==> src/rtl/rv32_pipe_pkg.sv <==
// Shared types and constants for the RV32 pipeline boundary registers.
// Each boundary sizes its stage register from the payload/control structs below.
package rv32_pipe_pkg;

    localparam logic [31:0] NOP_CODE = 32'h0000_0013;

    typedef struct packed {
        logic [31:0] pc;
        logic [31:0] pc_plus4;
    } if_id_data_t;

    typedef struct packed {
        logic [31:0] rs1_val;
        logic [31:0] rs2_val;
        logic [31:0] imm;
        logic [31:0] pc;
    } id_ex_data_t;

    typedef struct packed {
        logic [31:0] alu_res;
        logic [31:0] bshift;
        logic [31:0] pc_ret;
        logic [31:0] data_store;
    } ex_mem_data_t;

    typedef struct packed {
        logic [31:0] alu_res;
        logic [31:0] load_data;
        logic [31:0] pc_ret;
    } mem_wb_data_t;

    // All-zero control means no RF write and no memory access at every boundary.
    typedef struct packed {
        logic       rf_we;
        logic       mem_re;
        logic       mem_we;
        logic [1:0] mem_size;
        logic       load_sext;
    } ex_mem_ctrl_t;

    typedef struct packed {
        logic       rf_we;
        logic [1:0] wb_sel;
    } mem_wb_ctrl_t;

    localparam int unsigned IF_ID_DATA_W  = $bits(if_id_data_t);
    localparam int unsigned ID_EX_DATA_W  = $bits(id_ex_data_t);
    localparam int unsigned EX_MEM_DATA_W = $bits(ex_mem_data_t);
    localparam int unsigned MEM_WB_DATA_W = $bits(mem_wb_data_t);

    localparam int unsigned IF_ID_CTRL_W  = 1;
    localparam int unsigned ID_EX_CTRL_W  = 6;
    localparam int unsigned EX_MEM_CTRL_W = $bits(ex_mem_ctrl_t);
    localparam int unsigned MEM_WB_CTRL_W = $bits(mem_wb_ctrl_t);

    localparam logic [IF_ID_CTRL_W-1:0]  IF_ID_CTRL_BUBBLE  = '0;
    localparam logic [ID_EX_CTRL_W-1:0]  ID_EX_CTRL_BUBBLE  = '0;
    localparam logic [EX_MEM_CTRL_W-1:0] EX_MEM_CTRL_BUBBLE = '0;
    localparam logic [MEM_WB_CTRL_W-1:0] MEM_WB_CTRL_BUBBLE = '0;

endpackage

==> src/rtl/rv32_pipe_entry.sv <==
// One held pipeline entry: payload, control bundle, instruction word and valid bit.
// A bubble (or reset) clears it to safe values; load captures a new entry.
module rv32_pipe_entry #(
    parameter int unsigned       DATA_W      = 128,
    parameter int unsigned       CTRL_W      = 6,
    parameter logic [CTRL_W-1:0] CTRL_BUBBLE = '0,
    parameter logic [31:0]       NOP_CODE    = 32'h0000_0013
) (
    input  logic              clk,
    input  logic              rst,
    input  logic              load,
    input  logic              bubble,
    input  logic [DATA_W-1:0] d_data,
    input  logic [CTRL_W-1:0] d_ctrl,
    input  logic [31:0]       d_code,
    output logic              valid,
    output logic [DATA_W-1:0] data,
    output logic [CTRL_W-1:0] ctrl,
    output logic [31:0]       code
);

    always_ff @(posedge clk) begin
        if (rst || bubble) begin
            valid <= 1'b0;
            data  <= '0;
            ctrl  <= CTRL_BUBBLE;
            code  <= NOP_CODE;
        end else if (load) begin
            valid <= 1'b1;
            data  <= d_data;
            ctrl  <= d_ctrl;
            code  <= d_code;
        end
    end

endmodule

==> src/rtl/rv32_pipe_stage_reg.sv <==
// Pipeline boundary register with valid/ready handshake, one-entry skid buffer,
// flush-to-bubble and a saturating stall counter.
module rv32_pipe_stage_reg
    import rv32_pipe_pkg::*;
#(
    parameter int unsigned       DATA_W      = EX_MEM_DATA_W,
    parameter int unsigned       CTRL_W      = EX_MEM_CTRL_W,
    parameter logic [CTRL_W-1:0] CTRL_BUBBLE = '0,
    parameter logic [31:0]       NOP_CODE    = rv32_pipe_pkg::NOP_CODE,
    parameter int unsigned       CNT_W       = 16
) (
    input  logic              clk,
    input  logic              rst,
    input  logic              flush,
    input  logic              in_valid,
    output logic              in_ready,
    input  logic [DATA_W-1:0] in_data,
    input  logic [CTRL_W-1:0] in_ctrl,
    input  logic [31:0]       in_code,
    output logic              out_valid,
    input  logic              out_ready,
    output logic [DATA_W-1:0] out_data,
    output logic [CTRL_W-1:0] out_ctrl,
    output logic [31:0]       out_code,
    output logic [CNT_W-1:0]  stall_cnt
);

    localparam logic [CNT_W-1:0] CNT_MAX = '1;

    logic              skid_valid;
    logic [DATA_W-1:0] skid_data;
    logic [CTRL_W-1:0] skid_ctrl;
    logic [31:0]       skid_code;

    logic acc_in;
    logic acc_out;
    logic main_free;
    logic main_load;
    logic main_bubble;
    logic main_from_skid;
    logic skid_load;
    logic skid_bubble;
    logic skid_valid_nxt;

    logic [DATA_W-1:0] main_d_data;
    logic [CTRL_W-1:0] main_d_ctrl;
    logic [31:0]       main_d_code;

    assign acc_in    = in_valid & in_ready;
    assign acc_out   = out_valid & out_ready;
    assign main_free = ~out_valid | out_ready;

    // Entry steering: flush kills both, a free main drains skid first to keep FIFO order.
    always_comb begin
        main_load      = 1'b0;
        main_bubble    = 1'b0;
        main_from_skid = 1'b0;
        skid_load      = 1'b0;
        skid_bubble    = 1'b0;
        skid_valid_nxt = skid_valid;
        if (flush) begin
            main_bubble    = 1'b1;
            skid_bubble    = 1'b1;
            skid_valid_nxt = 1'b0;
        end else if (main_free) begin
            if (skid_valid) begin
                main_load      = 1'b1;
                main_from_skid = 1'b1;
                if (acc_in) begin
                    skid_load      = 1'b1;
                    skid_valid_nxt = 1'b1;
                end else begin
                    skid_bubble    = 1'b1;
                    skid_valid_nxt = 1'b0;
                end
            end else if (acc_in) begin
                main_load = 1'b1;
            end else begin
                main_bubble = 1'b1;
            end
        end else if (acc_in) begin
            skid_load      = 1'b1;
            skid_valid_nxt = 1'b1;
        end
    end

    assign main_d_data = main_from_skid ? skid_data : in_data;
    assign main_d_ctrl = main_from_skid ? skid_ctrl : in_ctrl;
    assign main_d_code = main_from_skid ? skid_code : in_code;

    rv32_pipe_entry #(
        .DATA_W      (DATA_W),
        .CTRL_W      (CTRL_W),
        .CTRL_BUBBLE (CTRL_BUBBLE),
        .NOP_CODE    (NOP_CODE)
    ) u_main (
        .clk    (clk),
        .rst    (rst),
        .load   (main_load),
        .bubble (main_bubble),
        .d_data (main_d_data),
        .d_ctrl (main_d_ctrl),
        .d_code (main_d_code),
        .valid  (out_valid),
        .data   (out_data),
        .ctrl   (out_ctrl),
        .code   (out_code)
    );

    rv32_pipe_entry #(
        .DATA_W      (DATA_W),
        .CTRL_W      (CTRL_W),
        .CTRL_BUBBLE (CTRL_BUBBLE),
        .NOP_CODE    (NOP_CODE)
    ) u_skid (
        .clk    (clk),
        .rst    (rst),
        .load   (skid_load),
        .bubble (skid_bubble),
        .d_data (in_data),
        .d_ctrl (in_ctrl),
        .d_code (in_code),
        .valid  (skid_valid),
        .data   (skid_data),
        .ctrl   (skid_ctrl),
        .code   (skid_code)
    );

    // Ready is precomputed from the next skid state so it never sees out_ready combinationally.
    always_ff @(posedge clk) begin
        if (rst) begin
            in_ready <= 1'b0;
        end else begin
            in_ready <= ~skid_valid_nxt;
        end
    end

    always_ff @(posedge clk) begin
        if (rst) begin
            stall_cnt <= '0;
        end else if (out_valid && !out_ready && (stall_cnt != CNT_MAX)) begin
            stall_cnt <= stall_cnt + CNT_W'(1);
        end
    end

endmodule

==> config.mk <==
export PLATFORM = sky130hd
export DESIGN_NAME = rv32_pipe_stage_reg
export DESIGN_NICKNAME = d
export VERILOG_FILES = /design/src/rtl/rv32_pipe_pkg.sv /design/src/rtl/rv32_pipe_entry.sv /design/src/rtl/rv32_pipe_stage_reg.sv
export SDC_FILE = /design/constraint.sdc
export NUM_CORES = 1
export LEC_CHECK = 0
export CAP_MARGIN = 25
export CORE_MARGIN = 5
export CORE_UTILIZATION = 25
export DETAILED_ROUTE_END_ITERATION = 8
export GPL_TIMING_DRIVEN = 0
export PLACE_DENSITY = 0.43
export SLEW_MARGIN = 5
export SYNTH_ARGS = -nofsm -noshare
export SYNTH_HDL_FRONTEND = slang
export SYNTH_HIERARCHICAL = 1
export SYNTH_SLANG_ARGS = --single-unit
==> constraint.sdc <==
create_clock -name clk -period 2.8 [get_ports clk]
set_input_delay 0.56 -clock clk [delete_from_list [all_inputs] [get_ports clk]]
set_output_delay 0.56 -clock clk [all_outputs]
set_load 0.05 [all_outputs]
==> out/qor.csv, run 1 <==
metric,value,unit
synth.yosys.seq_area_share,46.9,%
initial_core_utilization,25.3,%
postPlaceCellArea,19500,um2
place.gp.congestion,0.727,
fin_crit,2.55,ns
setup_viol,0,
design.final.nets,1950,
post_drt_wl_per_cell,18.5,um
pwr_density_cell,546,nW/um2
netlist_top_cells_area,"sky130_fd_sc_hd__dfxtp_1 (47%), sky130_fd_sc_hd__mux2i_1 (22%), sky130_fd_sc_hd__mux2_2 (11%)",
grt_max_degree,13,
synthCells,1378,
post_synth_most_frequent_cells,"sky130_fd_sc_hd__dfxtp_1 (351), sky130_fd_sc_hd__nor2_1 (343), sky130_fd_sc_hd__mux2i_1 (334), sky130_fd_sc_hd__mux2_2 (141), sky130_fd_sc_hd__buf_2 (38)",
switching_part_of_the_total,22.4,%
synth-main-ff-cell,sky130_fd_sc_hd__dfxtp_1,
timing.max_slew.rel_slack,55.7,%
htreeDepth,2,
insertion_delay_of_the_later_clocked_pin_in_the_worst_skew_pair,0.56,ns
crit_path_frequent_cell,sky130_fd_sc_hd__nor2_1,
synthMostInstantiatedCell,sky130_fd_sc_hd__dfxtp_1,
worst_hold_path_type,register to register,
multiInputGateArea,7060,um2
dr_total_vias,11111,
final_count_of_pins_violating_max_slew,0,
synthDominantCellAreaShare,46.9,%
final_wl,47.8,mm
setup.worst_path.end_class,register,
yosysWarningCount,6,
min_period_over_period,90.9,%
outcome,completed,
viasPerCell,4.29,
die_x,255,um
clock_sink_count,351,
placeable_core_region,59200,um2
start_kind,register,
max_cap_violations,0,
yosys.area.top_type,sky130_fd_sc_hd__dfxtp_1,
number_of_antenna_violations_at_the_first_check_in_global_routing,10,
post_route_cells_drive_above_1_share,17.1,%
seqCellArea,7030,um2
worst-path-buf-inv,2,
place.port_buffers,354,
cts.root.buffer_cell,sky130_fd_sc_hd__clkbuf_16,
power.net_switching,2570,uW
fmax,393,MHz
synth_edf_count,0,
grt_first_pass_wirelength,70.8,mm
grt_total_usage,14.2,%
worst_path_largest_cell_delay,0.47,ns
globalRouteOverflowTotal,0,
vdd_ir_drop_max,0.359,mV
critical_path.cell_chain,"nor2b_2, nor2_1, nand2_1, buf_4, buf_2, mux2_2, mux2i_1, nor2_1",
synth_nets,1550,
die_height,255,um
worst_pin_slew,0.662,ns
first_iter_violations,378,
die-area,64900,um2
clock_path_buffers,3,
power.static_leakage,0.00690,uW
worstPathArrival,2.99,ns
cts_tree,yes,
final_instance_area,20900,um2
number_of_hold_slack_violations_in_the_final_timing_report,0,
detail-route-antenna-nets,0,
ioPinCount,355,
clkSlewWorstSetupHoldPaths,0.06,ns
drt_pre_antenna_iters,4,
internal_power,8860,uW
postCtsSetupBuffers,0,
crit_required,3.24,ns
mean_cell_area_of_the_mapped_netlist,10.9,um2
area_added_between_synthesis_and_finish,39.8,%
first_global_vias,11341,
placement_rows,89,
unrepaired_setup_endpoints_after_global_routing,no,
cts-buffers-inserted,44,
finClkSkew,0.0178,ns
postSynthRegisterBits,351,
synth_async_sr_flop_share,0,%
synth_area,15000,um2
power_frac_comb,6.5,%
synth_cell_types,45,
final.fill_count,6052,
seq_power_share,43.9,%
remaining_drc_errors,0,
finalSetupTns,0,ns
place.detailed.hpwl,34.9,mm
power.clock.fraction,49.6,%
cp_top_family,simple AND/OR/NAND/NOR gates,
postLayoutCoreUtil,35.4,%
timing.critical_path.fanout_max,10,
critPathSlowestCell,sky130_fd_sc_hd__dfxtp_1,
crit_type,register to register,
[path summary, 6_finish.rpt]
kind                                   to  cells after the start  slack [ns]                        start
max          u_main/data[76]$_SDFFE_PP0P_                      8        0.25    u_main/valid$_SDFFE_PP0P_
min           u_skid/code[4]$_SDFFE_PP1P_                      2        0.47  u_skid/code[4]$_SDFFE_PP1P_
max reg2reg  u_main/data[76]$_SDFFE_PP0P_                      8        0.25    u_main/valid$_SDFFE_PP0P_
min reg2reg   u_skid/code[4]$_SDFFE_PP1P_                      2        0.47  u_skid/code[4]$_SDFFE_PP1P_
[cell type report]
class / instances / share of cell area [%]
Multi-Input combinational cell: 927 / 33.7
Sequential cell: 351 / 33.5
Timing Repair Buffer: 354 / 16.9
Clock buffer: 64 / 6.10
Tap cell: 773 / 4.62
Buffer: 94 / 4.19
Clock inverter: 14 / 0.753
Inverter: 6 / 0.108
Antenna cell: 5 / 0.0597
[what timing repair did]
| item | 4_1_cts | 5_1_grt |
|---|---|---|
| endpoints found under the setup margin | 20 | 0 |
| hold buffers | 0 | 0 |
| gates resized for setup | 1 | 0 |
| hold endpoints to repair | 0 | 0 |
[through the flow]
stage | instances | hold slack, ns | worst slack, ns | total power, uW
CTS | 2583 | 0.476 | 0.115 | 11700
global route | 2584 | 0.508 | 0.00434 | 11900
floorplan | 1378 | 0.436 | 0.621 | 5480
finish | 2588 | 0.474 | 0.254 | 11400
detailed placement | 2505 | 0.460 | -0.515 | 5880
global placement | 2505 | 0.453 | -0.502 | 5870
[power groups by stage]
stage | logic, uW | clock network [uW] | registers [uW]
final | 747 | 5670 | 5010
after detailed placement | 757 | 0 | 5120
after CTS | 761 | 5910 | 5010
after floorplan | 327 | 0 | 5150
after global routing | 804 | 6130 | 5010
after global placement | 753 | 0 | 5120
[worst register-to-register path, cell delays in order (launching register included)]
cell and delay, ns:
sky130_fd_sc_hd__dfxtp_1 0.47, sky130_fd_sc_hd__nor2b_2 0.43, sky130_fd_sc_hd__nor2_1 0.10, sky130_fd_sc_hd__nand2_1 0.20
sky130_fd_sc_hd__buf_4 0.31, sky130_fd_sc_hd__buf_2 0.34, sky130_fd_sc_hd__mux2_2 0.38, sky130_fd_sc_hd__mux2i_1 0.15
sky130_fd_sc_hd__nor2_1 0.05
[sequential cells by signal, summed over array words and instances (netlist names)]
register / cells
u_skid/ctrl: 6
u_skid/data: 128
u_main/code: 32
u_main/valid: 1
u_skid/valid: 1
in_ready: 1
stall_cnt: 16
u_main/ctrl: 6
u_skid/code: 32
u_main/data: 128
[metal layers]
metal | up-vias | global-route usage (%) | wire, um
met1 | 5244 | 18.0 | 21100
li1 | 5544 | - | -
met3 | 65 | 4.97 | 3560
met4 | 8 | 3.86 | 968
met5 | - | 0 | 67
met2 | 250 | 22.9 | 22100
[cells by family (layout without fill, tap and decap cells)]
logic type | after synthesis | after routing | synth area share, %
and+or+nand+nor | 395 | 395 | 10.7
DFF | 351 | 351 | 46.9
buffers and inverters | 100 | 532 | 5.99
xor gates and xnor gates | 1 | 1 | 0.0584
adders and majority gates | 2 | 2 | 0.150
other | 0 | 5 | 0
AOI/OAI and AO/OA | 27 | 27 | 1.32
muxes | 502 | 502 | 34.9
[placed cells by master (no fill, tap or decap), drive strengths merged, types with 2 or more instances in the layout]
cell type	Yosys	routed
nor3	7	7
clkdlybuf4s50	0	354
o41ai	3	3
a21oi	7	7
nor2b	3	3
nor4	3	3
nand2	15	15
clkinvlp	0	2
o21a	2	2
diode	0	5
nand4	4	4
clkbuf	2	66
or2	3	3
and4b	2	2
nand3	7	7
mux2	168	168
bufinv	0	3
or3	2	2
o21ai	5	5
or4	3	3
nor2	343	343
buf	92	92
o31ai	4	4
clkinv	0	7
mux2i	334	334
dfxtp	351	351
inv	6	8
Note: power is estimated with default switching activity, not from simulation.
==> inputs of run 2 (changes only) <==
--- a/config.mk
+++ b/config.mk
@@ -16,3 +16,4 @@
 export SYNTH_HDL_FRONTEND = slang
 export SYNTH_HIERARCHICAL = 1
 export SYNTH_SLANG_ARGS = --single-unit
+export TNS_END_PERCENT = 100
==> results of run 2 <==
The final DEF is identical to that of run 1; final timing and power are the same.
